[config.mk]
export PLATFORM = sky130hd
export DESIGN_NAME = scr1_mem_arb
export DESIGN_NICKNAME = d
export VERILOG_FILES = /design/src/rtl/scr1_mem_arb_pkg.sv /design/src/rtl/scr1_arb_id_fifo.sv /design/src/rtl/scr1_mem_arb_sva.sv /design/src/rtl/scr1_mem_arb.sv
export SDC_FILE = /design/constraint.sdc
export NUM_CORES = 1
export LEC_CHECK = 0
export ABC_AREA = 0
export BUFFER_PORTS_ARGS = -buffer_cell sky130_fd_sc_hd__buf_4
export CAP_MARGIN = 20
export CORE_AREA = 2 2 108 110
export DETAILED_ROUTE_END_ITERATION = 7
export DIE_AREA = 0 0 110 112
export GPL_TIMING_DRIVEN = 0
export MAX_ROUTING_LAYER = met4
export PLACE_DENSITY = 0.57
export SLEW_MARGIN = 20
export SYNTH_ARGS = -nofsm -noshare
export SYNTH_HDL_FRONTEND = slang
export SYNTH_SLANG_ARGS = --single-unit
[constraint.sdc]
create_clock -name clk -period 2.8 [get_ports clk]
set_input_delay 0 -clock clk [delete_from_list [all_inputs] [get_ports clk]]
set_output_delay 0 -clock clk [all_outputs]
set_load 0.01 [all_outputs]
[src/rtl/scr1_mem_arb_pkg.sv]
// Shared memif types for the SCR1 memory arbiter: command, width, response
// and requester ID enums, plus a small response helper.
package scr1_mem_arb_pkg;

    typedef enum logic {
        SCR1_MEM_CMD_RD = 1'b0,
        SCR1_MEM_CMD_WR = 1'b1
    } type_scr1_mem_cmd_e;

    typedef enum logic [1:0] {
        SCR1_MEM_WIDTH_BYTE  = 2'b00,
        SCR1_MEM_WIDTH_HWORD = 2'b01,
        SCR1_MEM_WIDTH_WORD  = 2'b10,
        SCR1_MEM_WIDTH_ERROR = 2'b11
    } type_scr1_mem_width_e;

    typedef enum logic [1:0] {
        SCR1_MEM_RESP_NOTRDY = 2'b00,
        SCR1_MEM_RESP_RDY_OK = 2'b01,
        SCR1_MEM_RESP_RDY_ER = 2'b10
    } type_scr1_mem_resp_e;

    typedef enum logic {
        SCR1_ARB_IMEM = 1'b0,
        SCR1_ARB_DMEM = 1'b1
    } type_scr1_arb_id_e;

    // Both OK and ER complete a transaction.
    function automatic logic scr1_resp_done(input type_scr1_mem_resp_e resp);
        return (resp != SCR1_MEM_RESP_NOTRDY);
    endfunction

endpackage

[src/rtl/scr1_arb_id_fifo.sv]
// Owner-ID FIFO for scr1_mem_arb: one bit per outstanding downstream
// transaction, kept in acceptance order so responses return to their owner.
module scr1_arb_id_fifo
    import scr1_mem_arb_pkg::*;
#(
    parameter int unsigned DEPTH = 2
) (
    input  logic              clk,
    input  logic              rst,
    input  logic              push,
    input  type_scr1_arb_id_e push_id,
    input  logic              pop,
    output type_scr1_arb_id_e head_id,
    output logic              full,
    output logic              empty
);

    localparam int unsigned PTR_W = (DEPTH > 1) ? $clog2(DEPTH) : 1;
    localparam int unsigned CNT_W = $clog2(DEPTH + 1);
    localparam logic [PTR_W-1:0] PTR_LAST = PTR_W'(DEPTH - 1);
    localparam logic [CNT_W-1:0] CNT_FULL = CNT_W'(DEPTH);

    type_scr1_arb_id_e ids_q [DEPTH];
    type_scr1_arb_id_e ids_d [DEPTH];
    logic [PTR_W-1:0]  wr_ptr_q, wr_ptr_d;
    logic [PTR_W-1:0]  rd_ptr_q, rd_ptr_d;
    logic [CNT_W-1:0]  cnt_q, cnt_d;

    function automatic logic [PTR_W-1:0] ptr_inc(input logic [PTR_W-1:0] p);
        return (p == PTR_LAST) ? PTR_W'(0) : p + PTR_W'(1);
    endfunction

    // Next-state for storage, pointers and occupancy.
    always_comb begin
        ids_d    = ids_q;
        wr_ptr_d = wr_ptr_q;
        rd_ptr_d = rd_ptr_q;
        if (push) begin
            ids_d[wr_ptr_q] = push_id;
            wr_ptr_d        = ptr_inc(wr_ptr_q);
        end else begin
            wr_ptr_d = wr_ptr_q;
        end
        if (pop) begin
            rd_ptr_d = ptr_inc(rd_ptr_q);
        end else begin
            rd_ptr_d = rd_ptr_q;
        end
        case ({push, pop})
            2'b10:   cnt_d = cnt_q + CNT_W'(1);
            2'b01:   cnt_d = cnt_q - CNT_W'(1);
            default: cnt_d = cnt_q;
        endcase
    end

    // State registers.
    always_ff @(posedge clk) begin
        if (rst) begin
            for (int i = 0; i < int'(DEPTH); i++) begin
                ids_q[i] <= SCR1_ARB_IMEM;
            end
            wr_ptr_q <= PTR_W'(0);
            rd_ptr_q <= PTR_W'(0);
            cnt_q    <= CNT_W'(0);
        end else begin
            ids_q    <= ids_d;
            wr_ptr_q <= wr_ptr_d;
            rd_ptr_q <= rd_ptr_d;
            cnt_q    <= cnt_d;
        end
    end

    assign head_id = ids_q[rd_ptr_q];
    assign full    = (cnt_q == CNT_FULL);
    assign empty   = (cnt_q == CNT_W'(0));

endmodule

[src/rtl/scr1_mem_arb_sva.sv]
// Protocol checkers for scr1_mem_arb, compiled only in simulation builds
// that define SCR1_SYN_OFF_EN.
`ifdef SCR1_SYN_OFF_EN
module scr1_mem_arb_sva
    import scr1_mem_arb_pkg::*;
(
    input logic                clk,
    input logic                rst,
    input logic                imem_req,
    input logic                dmem_req,
    input type_scr1_mem_resp_e mem_resp,
    input logic                mem_req,
    input logic                full,
    input logic                empty
);

    a_req_known:  assert property (@(posedge clk) disable iff (rst) !$isunknown({imem_req, dmem_req}));
    a_resp_known: assert property (@(posedge clk) disable iff (rst) !$isunknown(mem_resp));
    a_resp_empty: assert property (@(posedge clk) disable iff (rst) !(scr1_resp_done(mem_resp) && empty));
    a_req_full:   assert property (@(posedge clk) disable iff (rst) !(mem_req && full));

endmodule
`endif

[src/rtl/scr1_mem_arb.sv]
// Two-requester memif arbiter (imem/dmem) onto one downstream memif with
// round-robin conflict resolution and in-order response routing.
module scr1_mem_arb
    import scr1_mem_arb_pkg::*;
#(
    parameter int unsigned SCR1_ARB_DEPTH = 2,
    parameter int unsigned SCR1_ARB_AW    = 32
) (
    input  logic                    clk,
    input  logic                    rst,
    input  logic                    imem_req,
    output logic                    imem_req_ack,
    input  logic [SCR1_ARB_AW-1:0]  imem_addr,
    output logic [SCR1_ARB_AW-1:0]  imem_rdata,
    output type_scr1_mem_resp_e     imem_resp,
    input  logic                    dmem_req,
    output logic                    dmem_req_ack,
    input  type_scr1_mem_cmd_e      dmem_cmd,
    input  type_scr1_mem_width_e    dmem_width,
    input  logic [SCR1_ARB_AW-1:0]  dmem_addr,
    input  logic [SCR1_ARB_AW-1:0]  dmem_wdata,
    output logic [SCR1_ARB_AW-1:0]  dmem_rdata,
    output type_scr1_mem_resp_e     dmem_resp,
    output logic                    mem_req,
    input  logic                    mem_req_ack,
    output type_scr1_mem_cmd_e      mem_cmd,
    output type_scr1_mem_width_e    mem_width,
    output logic [SCR1_ARB_AW-1:0]  mem_addr,
    output logic [SCR1_ARB_AW-1:0]  mem_wdata,
    input  logic [SCR1_ARB_AW-1:0]  mem_rdata,
    input  type_scr1_mem_resp_e     mem_resp
);

    type_scr1_arb_id_e last_grant_q, last_grant_d;
    type_scr1_arb_id_e sel;
    type_scr1_arb_id_e head_id;
    logic              full, empty;
    logic              handshake, resp_pop;

    // Grant selection: sole requester wins, otherwise whoever was not granted last.
    always_comb begin
        sel = SCR1_ARB_IMEM;
        if (imem_req && !dmem_req) begin
            sel = SCR1_ARB_IMEM;
        end else if (dmem_req && !imem_req) begin
            sel = SCR1_ARB_DMEM;
        end else if (last_grant_q == SCR1_ARB_IMEM) begin
            sel = SCR1_ARB_DMEM;
        end else begin
            sel = SCR1_ARB_IMEM;
        end
    end

    // Request-path mux; imem is always a word read, wdata only matters for dmem.
    always_comb begin
        mem_wdata = dmem_wdata;
        case (sel)
            SCR1_ARB_DMEM: begin
                mem_req   = dmem_req & ~full;
                mem_cmd   = dmem_cmd;
                mem_width = dmem_width;
                mem_addr  = dmem_addr;
            end
            default: begin
                mem_req   = imem_req & ~full;
                mem_cmd   = SCR1_MEM_CMD_RD;
                mem_width = SCR1_MEM_WIDTH_WORD;
                mem_addr  = imem_addr;
            end
        endcase
        imem_req_ack = (sel == SCR1_ARB_IMEM) & mem_req_ack & ~full;
        dmem_req_ack = (sel == SCR1_ARB_DMEM) & mem_req_ack & ~full;
        handshake    = mem_req & mem_req_ack & ~full;
        last_grant_d = handshake ? sel : last_grant_q;
    end

    // Response path: a completed response goes to the FIFO head owner only.
    always_comb begin
        resp_pop   = scr1_resp_done(mem_resp) & ~empty;
        imem_rdata = mem_rdata;
        dmem_rdata = mem_rdata;
        if (resp_pop && (head_id == SCR1_ARB_IMEM)) begin
            imem_resp = mem_resp;
            dmem_resp = SCR1_MEM_RESP_NOTRDY;
        end else if (resp_pop) begin
            imem_resp = SCR1_MEM_RESP_NOTRDY;
            dmem_resp = mem_resp;
        end else begin
            imem_resp = SCR1_MEM_RESP_NOTRDY;
            dmem_resp = SCR1_MEM_RESP_NOTRDY;
        end
    end

    // Last-grant register; reset to imem so dmem wins the first conflict.
    always_ff @(posedge clk) begin
        if (rst) begin
            last_grant_q <= SCR1_ARB_IMEM;
        end else begin
            last_grant_q <= last_grant_d;
        end
    end

    scr1_arb_id_fifo #(
        .DEPTH (SCR1_ARB_DEPTH)
    ) u_id_fifo (
        .clk     (clk),
        .rst     (rst),
        .push    (handshake),
        .push_id (sel),
        .pop     (resp_pop),
        .head_id (head_id),
        .full    (full),
        .empty   (empty)
    );

`ifdef SCR1_SYN_OFF_EN
    scr1_mem_arb_sva u_sva (
        .clk      (clk),
        .rst      (rst),
        .imem_req (imem_req),
        .dmem_req (dmem_req),
        .mem_resp (mem_resp),
        .mem_req  (mem_req),
        .full     (full),
        .empty    (empty)
    );
`endif

endmodule

# Word-level counts from Yosys, hierarchy flattened
# Cells that the tools add are included.
[op_classes] reduce_logical=9 n_addsub=4 eq_ne=3 mux=19 magnitude_cmp=3 bitwise=15
[ops] op="2-to-1 mux 32 bit" n=1
[ops] op="2-to-1 mux 1 bit" n=11
[ops] op="bitwise AND 1 bit" n=9
[ops] op="2-to-1 mux 2 bit" n=4
[ops] op="== test 2 bit (second input constant)" n=2
[ops] op="greater-or-equal comparator 2 bit (second input constant)" n=2
[ops] op="logical AND 1 bit" n=4
[ops] op="inverter 1 bit" n=4
[ops] op="inverter 1 -> 2 bit" n=2
[ops] op="case mux 2 bit (2 select lines)" n=1
[ops] op="nonzero test 2 bit" n=2
[ops] op="adder 1 bit (second input constant)" n=2
[ops] op="adder 2 x 1 -> 2 bit (second input constant)" n=1
[ops] op="bitwise mux 2 bit" n=1
[ops] op="== test 2 x 1 -> 1 bit (second input constant)" n=1
[ops] op="logical NOT 1 bit" n=2
[ops] op="logical NOT 2 bit" n=1
[ops] op="less-than comparator 2 x 1 -> 1 bit (second input constant)" n=1
[ops] op="subtractor 2 x 1 -> 2 bit (second input constant)" n=1
[ops] op="demux 1 bit (select 1 bit)" n=1
[totals] regBits=7 word_cells=59

# Longest topological paths before layout
# Gate-level depths: netlist (run 1).
[depth] word_depth=9 depth_mapped=7

# By module
# A second synthesis (run 1) with hierarchy kept.
[hier_totals] cells_unflattened=183 hier_area_um2=1665.3
[by_module_without_submodules] mod="scr1_mem_arb" n_inst=1 cells_each=155 area_each_um2=1408.9
[by_module_without_submodules] mod="scr1_arb_id_fifo" n_inst=1 cells_each=28 area_each_um2=256.5

# Worst setup path before layout (run 1)
# Ideal clock, no wire load.
[synth_path] kind="register -> register" from="reg u_id_fifo.cnt_q[0]" to="reg u_id_fifo.cnt_q[1]" arrival_ns=1.536 setup_time_ns=0.070 stages_incl_launch_ff=7 synth_period_minus_slack_ns=1.606 slack_ns=1.194 n_path_buf=1 t_required_ns=2.730 path_cell_list="dfxtp_1 nand2b_1 buf_2 nand3_1 ha_1 or3_1 a21oi_1"
[synth_between] elab_chain_len=8 elab_cells_between_ends=16
[synth_rtl] item="start: declaration" line_no="scr1_arb_id_fifo.sv:27" source="logic [CNT_W-1:0] cnt_q, cnt_d;"
[synth_rtl] item="start signal: assignment" line_no="scr1_arb_id_fifo.sv:69" source="cnt_q <= cnt_d;"
[synth_rtl] item="== test 2 bit" line_no="scr1_arb_id_fifo.sv:74" source="assign full = (cnt_q == CNT_FULL);"
[synth_rtl] item="inverter 1 bit" line_no="scr1_mem_arb.sv:59, scr1_mem_arb.sv:65, scr1_mem_arb.sv:73"
[synth_rtl] item="bitwise AND 1 bit (on tied branches)" line_no="scr1_mem_arb.sv:65, scr1_mem_arb.sv:59"
[synth_rtl] item="2-to-1 mux 1 bit" line_no="scr1_mem_arb.sv:57" source="case (sel)"
[synth_rtl] item="bitwise AND 1 bit (2 in series)" line_no="scr1_mem_arb.sv:73" source="handshake = mem_req & mem_req_ack & ~full;"
[synth_rtl] item="== test 2 x 1 -> 1 bit or == test 2 bit (tied branches)" line_no="scr1_arb_id_fifo.sv:49" source="case ({push, pop})"
[synth_rtl] item="case mux 2 bit (2 select lines) or nonzero test 2 bit (tied branches)"
# Several ways; a longest one is shown, not always the timed one.
# A chain may end at the register's enable or synchronous reset.

# Worst setup path after layout (run 1)
# Ends and elaborated chain as after synthesis.

==> results.md, run 1 <==
- Status: finished, final reports clean
- Routed vias: around 1900
- Final routed DRC violation total: 0
- Flop pwr share: 0.133
- DRT Pass-1 Iters: 4
- Sequential cell area fraction in the yosys report: 0.08478
- Worst Setup Start Kind: flop
- 1st-iter DRT viols: 40
- Post-synthesis register bit count: 7
- CTS tree: yes
- Post-synthesis average cell area: roughly 9.1 um^2
- Slew HR: 0.7572
- RSZ-0062 raised after global routing: false
- Die width: between 100 and 150 um
- Yosys top cell area share: 0.4360
- First-pass GRT wire length: roughly 8.4 mm
- Switching part of the total: 0.3257
- Post-DP HPWL: between 5 and 6 mm
- Async SR Flop Fraction: 0
- Yosys top cell by area: buf_4
- Overall power: 1.244 mW
- Leak: about 1.9 nW
- CTS Hold Bufs: 0
- Netlist cell types: 31
- Synth warnings: 0
- Clock Tree Buf Depth: 2
- IO Count: around 280
- Max Freq: between 500 and 600 MHz
- CP startpoint: u_id_fifo.cnt_q[0]$_SDFFE_PP0P_
- PD cells: 356.6 nW/um^2
- # diodes: 0
- VDD IR max: approximately 0.00037 V
- Fin Setup TNS: 0 ns
- Initial Util: 0.1479
- Max Cap Viol: 0
- Critical path class: reg2reg
- Cell Chain, Critical Path: nand2b_1 -> buf_2 -> nand3_1 -> ha_1 -> or3_1 -> a21oi_1
- Final setup viols: 0
- Row count: 39
- Required time at the worst-slack endpoint: about 3.0 ns
- Clk_lat worst skew: between 0.2 and 0.25 ns
- GR Overflow Total: 0
- Top layer in use: met4
- Final hold violation count: 0
- Clock transition at path regs: about 0.040 ns
- Comb power frac: 0.664
- Vias in the first global route: 1627
- Kind of cell adding the most delay to the critical path: simple AND/OR/NAND/NOR gates
- Final RePlAce weighted congestion: around 0.83
- Die Height: approximately 110 um
- Crit path DAT: 1.94 ns
- Period minus WS final: 1.773 ns
- Ranking of synthesized cells by area: buf_4 (44%), mux2_4 (23%), dfxtp_1 (8.5%), mux2_2 (6.1%), buf_12 (2.4%)
- Pins Over Slew Limit: 0
- Final wirelength: 6.228 mm
- IO Port Bufs: between 200 and 250
- Avg Vias per Cell: around 3.5
- Final #Nets: between 500 and 600
- GRT Util Overall: 0.08848
- Synth Net Count: between 300 and 400
- Internal power: about 0.84 mW
- Cts bufs inserted: 3
- Met3 routed WL: 520 um
- Crit share post-route: 0.6331
- Hold_ws: 0.1104 ns
- Clk pwr share: 0.203
- Post-Syn Area: ~1700 um^2
- CTS H-tree lvls: 1
- RR Startpoint: u_id_fifo.cnt_q[0]$_SDFFE_PP0P_
- Skew final: 0.002105 ns
- Routed met2 length: around 3.4 mm
- Switching Power: 0.4051 mW
- Core ar.: approximately 11000 um^2
- Number of synthesized flops with an enable pin: 0
- Routed wire per std cell: between 10 and 15 um
- Post-synthesis cell count: about 180
- DRT antenna net count: 0
- Initial antenna violation count: 0
- Setup bufs post-CTS: 0
- CP max stage delay: 0.41 ns
- Min-delay src: rst
- Worst path buffer plus inverter count: 1
- Clock sink count: 7
- Hold Path Class: in2reg
- Primary FF master, synth: dfxtp_1
- Clock root buffer: clkbuf_16
- Post-CTS Resized: 0
- Die area: around 12000 um^2
- Slowest stage cell, crit path: dfxtp_1
- Post-Route M1 WL: roughly 2.3 mm
- Least-Margin Pin Slew: 0.3642 ns
- Share of layout cells above drive strength 1: 0.8864
- Worst Setup End Kind: flop
- Worst-path maximum fanout: 8
- Largest net degree at the start of global routing: 11
- Layout area overhead: 111.0%
-- sequential cells by signal, summed over array words and instances, names as in the netlist --
signal              cells
last_grant_q            1
u_id_fifo.cnt_q         2
u_id_fifo.ids_q         2
u_id_fifo.rd_ptr_q      1
u_id_fifo.wr_ptr_q      1
-- kinds of logic (layout without fill, tap and decap cells) --
group                    count (synthesis)  after routing  share of synthesized area
AND/OR/NAND/NOR                         20             20                    0.05904
adder cells (fa/ha/maj)                  2              2                    0.01438
flip-flops                               7              7                    0.08478
buffers and inverters                  104            318                     0.4837
AO/OA/AOI/OAI                           11             11                    0.04769
multiplexers                            35             35                     0.2945
XOR/XNOR                                 3              3                    0.01590
-- cell usage after synthesis (2+ instances only) --
library cell and instances:
a211oi_1 2, a41oi_1 2, buf_12 2, buf_4 96, buf_6 2, dfxtp_1 7
inv_1 2, mux2_2 9, mux2_4 25, nor2_1 9, nor2b_1 2, o21ai_0 3
or2_2 2, xnor2_1 2
-- worst paths after layout --
check	slack, ns	cells after the start	to
max reg2reg	1.03	6	u_id_fifo.cnt_q[1]$_SDFFE_PP0P_
min reg2reg	0.50	1	u_id_fifo.ids_q[0]$_SDFFE_PP0P_
max	1.03	6	u_id_fifo.cnt_q[1]$_SDFFE_PP0P_
min	0.11	2	u_id_fifo.rd_ptr_q$_SDFFE_PP0P_
-- metrics by stage --
step / std cells / setup WS (ns) / cell area (um^2) / utilization
2_1_floorplan: 182 / 1.194 / 1653 / -
3_3_place_gp: 535 / 1.044 / 3408 / 0.3050
3_5_place_dp: 535 / 1.043 / 3408 / 0.3050
4_1_cts: 539 / 1.016 / 3487 / 0.3121
5_1_grt: 539 / 0.9088 / 3487 / 0.3121
6_report: 539 / 1.027 / 3487 / 0.3121
-- worst register-to-register path, cell delays in order, from the launching register on --
cell	delay [ns]
dfxtp_1	0.41
nand2b_1	0.13
buf_2	0.17
nand3_1	0.15
ha_1	0.36
or3_1	0.35
a21oi_1	0.14
-- layout by cell type (no fill, tap or decap), types with 3 or more instances in the layout --
master and count:
nor2_1 9, o21ai_0 3, mux2_2 9, dfxtp_1 7, mux2_4 25, buf_4 306, clkbuf_16 3
-- layout make-up --
type                       instances  area (um^2)
tap                              143        178.9
timing repair buffer             210         1577
clock buffer                       4        78.83
buffer                           102        792.0
multi-input combinational         71        713.2
sequential                         7        140.1
fill                            1205         7687
inverter                           2        7.507
-- layer usage --
metal  up-vias  GRT usage
met5         -          -
met4         0    0.02447
met3         9    0.01171
met2        88     0.1587
met1       846     0.1010
li1        935          -
-- power groups by stage --
stage / clock, mW / combinational (mW) / sequential [mW]
floorplan: 0 / 0.480 / 0.159
global placement: 0 / 0.824 / 0.165
detailed placement: 0 / 0.832 / 0.167
CTS: 0.254 / 0.836 / 0.164
global route: 0.263 / 0.889 / 0.171
finish: 0.252 / 0.826 / 0.165
(Power assumes the default switching activity.)
==> inputs of run 2 (changes only) <==
--- a/config.mk
+++ b/config.mk
@@ -5,15 +5,15 @@
 export SDC_FILE = /design/constraint.sdc
 export NUM_CORES = 1
 export LEC_CHECK = 0
-export ABC_AREA = 0
+export ABC_AREA = 1
 export BUFFER_PORTS_ARGS = -buffer_cell sky130_fd_sc_hd__buf_4
 export CAP_MARGIN = 20
-export CORE_AREA = 2 2 108 110
+export CORE_AREA = 2 2 107 109
 export DETAILED_ROUTE_END_ITERATION = 7
-export DIE_AREA = 0 0 110 112
+export DIE_AREA = 0 0 109 111
 export GPL_TIMING_DRIVEN = 0
 export MAX_ROUTING_LAYER = met4
-export PLACE_DENSITY = 0.57
+export PLACE_DENSITY = 0.58
 export SLEW_MARGIN = 20
 export SYNTH_ARGS = -nofsm -noshare
 export SYNTH_HDL_FRONTEND = slang
==> constraint.sdc (replaced) <==
create_clock -name clk -period 1.6 [get_ports clk]
set_input_delay 0 -clock clk [delete_from_list [all_inputs] [get_ports clk]]
set_output_delay 0 -clock clk [all_outputs]
set_load 0.01 [all_outputs]
==> results.md, run 2 <==
- Top cells by count, synth: nand2_1 (109), buf_4 (96), nor2_1 (19)
- Layout area overhead: 118.8%
- Max Freq: between 600 and 700 MHz
- Slew HR: 0.7857 (+0.02854)
- Final hold violation count: 0 (unchanged)
- Cts bufs inserted: 3 (unchanged)
- Avg Vias per Cell: 3.606 (+3.5%)
- Post-synthesis average cell area: 5.919 um^2 (-35%)
- Clock transition at path regs: 0.04 ns (about the same)
- Clock Tree Buf Depth: 2 (unchanged)
- Most frequent cells in the layout: buf_4 (308), nand2_1 (109), nor2_1 (19)
- Post-synthesis register bit count: 7 (unchanged)
- Final RePlAce weighted congestion: 0.7309 (-12%)
- CTS H-tree lvls: 1 (unchanged)
- CTS tree: yes
- Final #Nets: 622 (+16%)
- DRT Pass-1 Iters: 4 (unchanged)
- Period minus WS final: approximately 1.5 ns
- R2R depth: 7 (+1)
- Vias in the first global route: 2078 (+28%)
- Terminus of the critical flop-to-flop path: u_id_fifo.cnt_q[1]$_SDFFE_PP0P_
- Largest net degree at the start of global routing: 11 (unchanged)
- Min-delay src: rst
- Cell mode on critical path: nand2_1
- IO Count: 276 (unchanged)
- Slowest stage cell, crit path: dfxtp_1
- Yosys top cell by area: buf_4
- Initial antenna violation count: 0 (unchanged)
- Layout Utilization: 0.3121 (about the same)
- VDD IR max: 0.0007089 V (+89%)
- Placed Area: 3343 um^2 (-1.9%)
- Least-Margin Pin Slew: 0.3180 ns (-0.04617 ns)
- Setup bufs post-CTS: 0 (unchanged)
- CP max stage delay: 0.36 ns (-0.05 ns)
- Most numerous cell in the Yosys netlist: nand2_1
- Post-Syn Area: 1580 um^2 (-4.4%)
- Max Cap Viol: 0 (unchanged)
- Final setup viols: 0 (unchanged)
- First-pass GRT wire length: 9.508 mm (+13%)
- Regs by FF count: u_id_fifo.cnt_q (2), u_id_fifo.ids_q (2)
- Global routing's busiest layer: met2
- Hold endpoint: u_id_fifo.cnt_q[1]$_SDFFE_PP0P_
- Die width: 109 um (-0.91%)
- Clk_lat worst skew: 0.23 ns (about the same)
- Critical path class: reg2out
- # diodes: 0 (unchanged)
- Skew final: 0.002986 ns (+0.0008802 ns)
- DRT antenna net count: 0 (unchanged)
- Commonest non-fill, non-tap cell in the layout: buf_4
- CTS Hold Bufs: 0 (unchanged)
- Setup WS pre-CTS: -0.1333 ns (-1.176 ns)
- Post-DP HPWL: 5.958 mm (+6.1%)
- Hold path cells: 4 (+2)
- Synth Net Count: 406 (+26%)
- Met3 track demand over resource: 0.02175 (+0.01004)
- Async SR Flop Fraction: 0 (unchanged)
- Initial Util: 0.1427 (-0.005248)
- Worst-path maximum fanout: 10 (+2)
- Die area: 12100 um^2 (-1.8%)
- Core ar.: 11080 um^2 (-0.87%)
- Final wirelength: 6.697 mm (+7.5%)
- Primary FF master, synth: dfxtp_1
- PD cells: 658.5 nW/um^2 (+85%)
- Routed wire per std cell: 10.72 um (-7.3%)
- Synth warnings: 0 (unchanged)
- Post-synthesis cell count: 267 (+47%)
- Worst Setup End Kind: output pin
- Status: finished, final reports clean
- RR Startpoint: u_id_fifo.cnt_q[1]$_SDFFE_PP0P_
- Crit share post-route: 0.9234
- Final routed DRC violation total: 0 (unchanged)
- Clock root buffer: clkbuf_16
- 1st-iter DRT viols: 38 (-5.0%)
- Clock sink count: 7 (unchanged)
- Grt met2 use: 0.2054 (+0.04669)
- Cell Chain, Critical Path: nand2_1 -> a21oi_2 -> buf_6 -> buf_12 -> nand2_1 -> nand2_1 -> buf_4
- Die Height: 111 um (-0.89%)
- IO Port Bufs: 211 (+0.48%)
- Yosys top cell area share: 0.4561 (+0.02002)
- FF-to-FF setup slack: 0.15 ns (-0.88 ns)
- Ranking of synthesized cells by area: buf_4 (46%), nand2_1 (26%), dfxtp_1 (8.9%), nor2_1 (4.5%), buf_12 (3.8%)
- Number of synthesized flops with an enable pin: 0 (unchanged)
- Required time at the worst-slack endpoint: 1.60 ns (-1.37 ns)
- Pins Over Slew Limit: 0 (unchanged)
- Hold_ws: 0.1021 ns (-0.008304 ns)
- Crit path DAT: 1.48 ns (-0.46 ns)
- Leak: 2.053 nW (+6.6%)
- Row count: 39 (unchanged)
- Final WS setup: 0.1226 ns (-0.9048 ns)
- Worst Setup Start Kind: flop
- Fin area: 3457 um^2 (-0.86%)
- Netlist cell types: 19 (-39%)
- Sequential cell area fraction in the yosys report: 0.08868 (+0.003893)
- Overall power: 2.277 mW (+83%)
- Share of layout cells above drive strength 1: 0.6805 (-0.2059)
- GRT Util Overall: 0.09996 (+0.01148)
- M1 GR Usage: 0.09441 (-0.006546)
- Hold Path Class: in2reg
- RSZ-0062 raised after global routing: false
- GR Overflow Total: 0 (unchanged)
- Routed vias: 2254 (+20%)
[run 2: changes by cell type after synthesis, sizes merged, moves of 3 or more]
cell	previous run	this run
mux2	34	0
nand2	1	109
nor2	9	20
o21ai	3	6
inv	2	10
a21oi	1	5
[run 2: cell type report]
type                            count  area [um^2]
Tap cell                          143        178.9
Sequential cell                     7        142.6
Multi-Input combinational cell    147        625.6
Buffer                            103        809.5
Clock buffer                        4        78.83
Fill cell                        1202         7620
Timing Repair Buffer              211         1584
Inverter                           10        37.54
[run 2: through the flow]
step	instances	TNS, ns
6_report	625	0
5_1_grt	625	0
3_3_place_gp	621	-0.02560
3_5_place_dp	621	-0.1333
2_1_floorplan	267	0
4_1_cts	625	0
[run 2: critical path: cells and delay by family (launching register included)]
family | cells | cell delay, ns
buf+inv | 3 | 0.49
compound gates | 1 | 0.17
simple gates | 3 | 0.24
flops | 1 | 0.36
[run 2: per-layer routing]
metal  wire (um)  up-vias  part of all wire
met5           0        -                 0
met3         838        2              0.13
li1            -     1140                 -
met2        3759      146              0.56
met1        2090      966              0.31
met4           8        0            0.0012
[run 2: how the worst max path moves through the flow]
| stage | from | to | slack [ns] | cells after the start |
|---|---|---|---|---|
| after floorplan | u_id_fifo.cnt_q[1]$_SDFFE_PP0P_ | u_id_fifo.cnt_q[1]$_SDFFE_PP0P_ | 0.11 | 7 |
| final | last_grant_q$_SDFFE_PP0P_ | mem_addr[1] | 0.12 | 7 |
| after global placement | u_id_fifo.cnt_q[1]$_SDFFE_PP0P_ | u_id_fifo.cnt_q[1]$_SDFFE_PP0P_ | -0.03 | 7 |
| after CTS | u_id_fifo.cnt_q[1]$_SDFFE_PP0P_ | u_id_fifo.cnt_q[1]$_SDFFE_PP0P_ | 0.01 | 7 |
| after global routing | u_id_fifo.cnt_q[0]$_SDFFE_PP0P_ | u_id_fifo.cnt_q[1]$_SDFFE_PP0P_ | 0.02 | 9 |
| after detailed placement | u_id_fifo.cnt_q[1]$_SDFFE_PP0P_ | u_id_fifo.cnt_q[1]$_SDFFE_PP0P_ | -0.13 | 7 |
[run 2: power breakdown]
| part | switching, mW | internal, mW |
|---|---|---|
| Sequential | 0.0653 | 0.238 |
| Combinational | 0.692 | 0.852 |
| Clock | 0.0972 | 0.332 |
| Total | 0.855 | 1.42 |
[run 2: what timing repair did]
item	4_1_cts	5_1_grt
pin swaps	1	1
setup endpoints to repair	1	2
resized for setup	3	8
cloned	0	0
[run 2: logic make-up after synthesis]
kind of cell             count (synthesis)  synth area share
flip-flops                               7           0.08867
adder cells (fa/ha/maj)                  1          0.007916
AO/OA/AOI/OAI                           12           0.04197
buffers and inverters                  113            0.5344
AND/OR/NAND/NOR                        134            0.3270
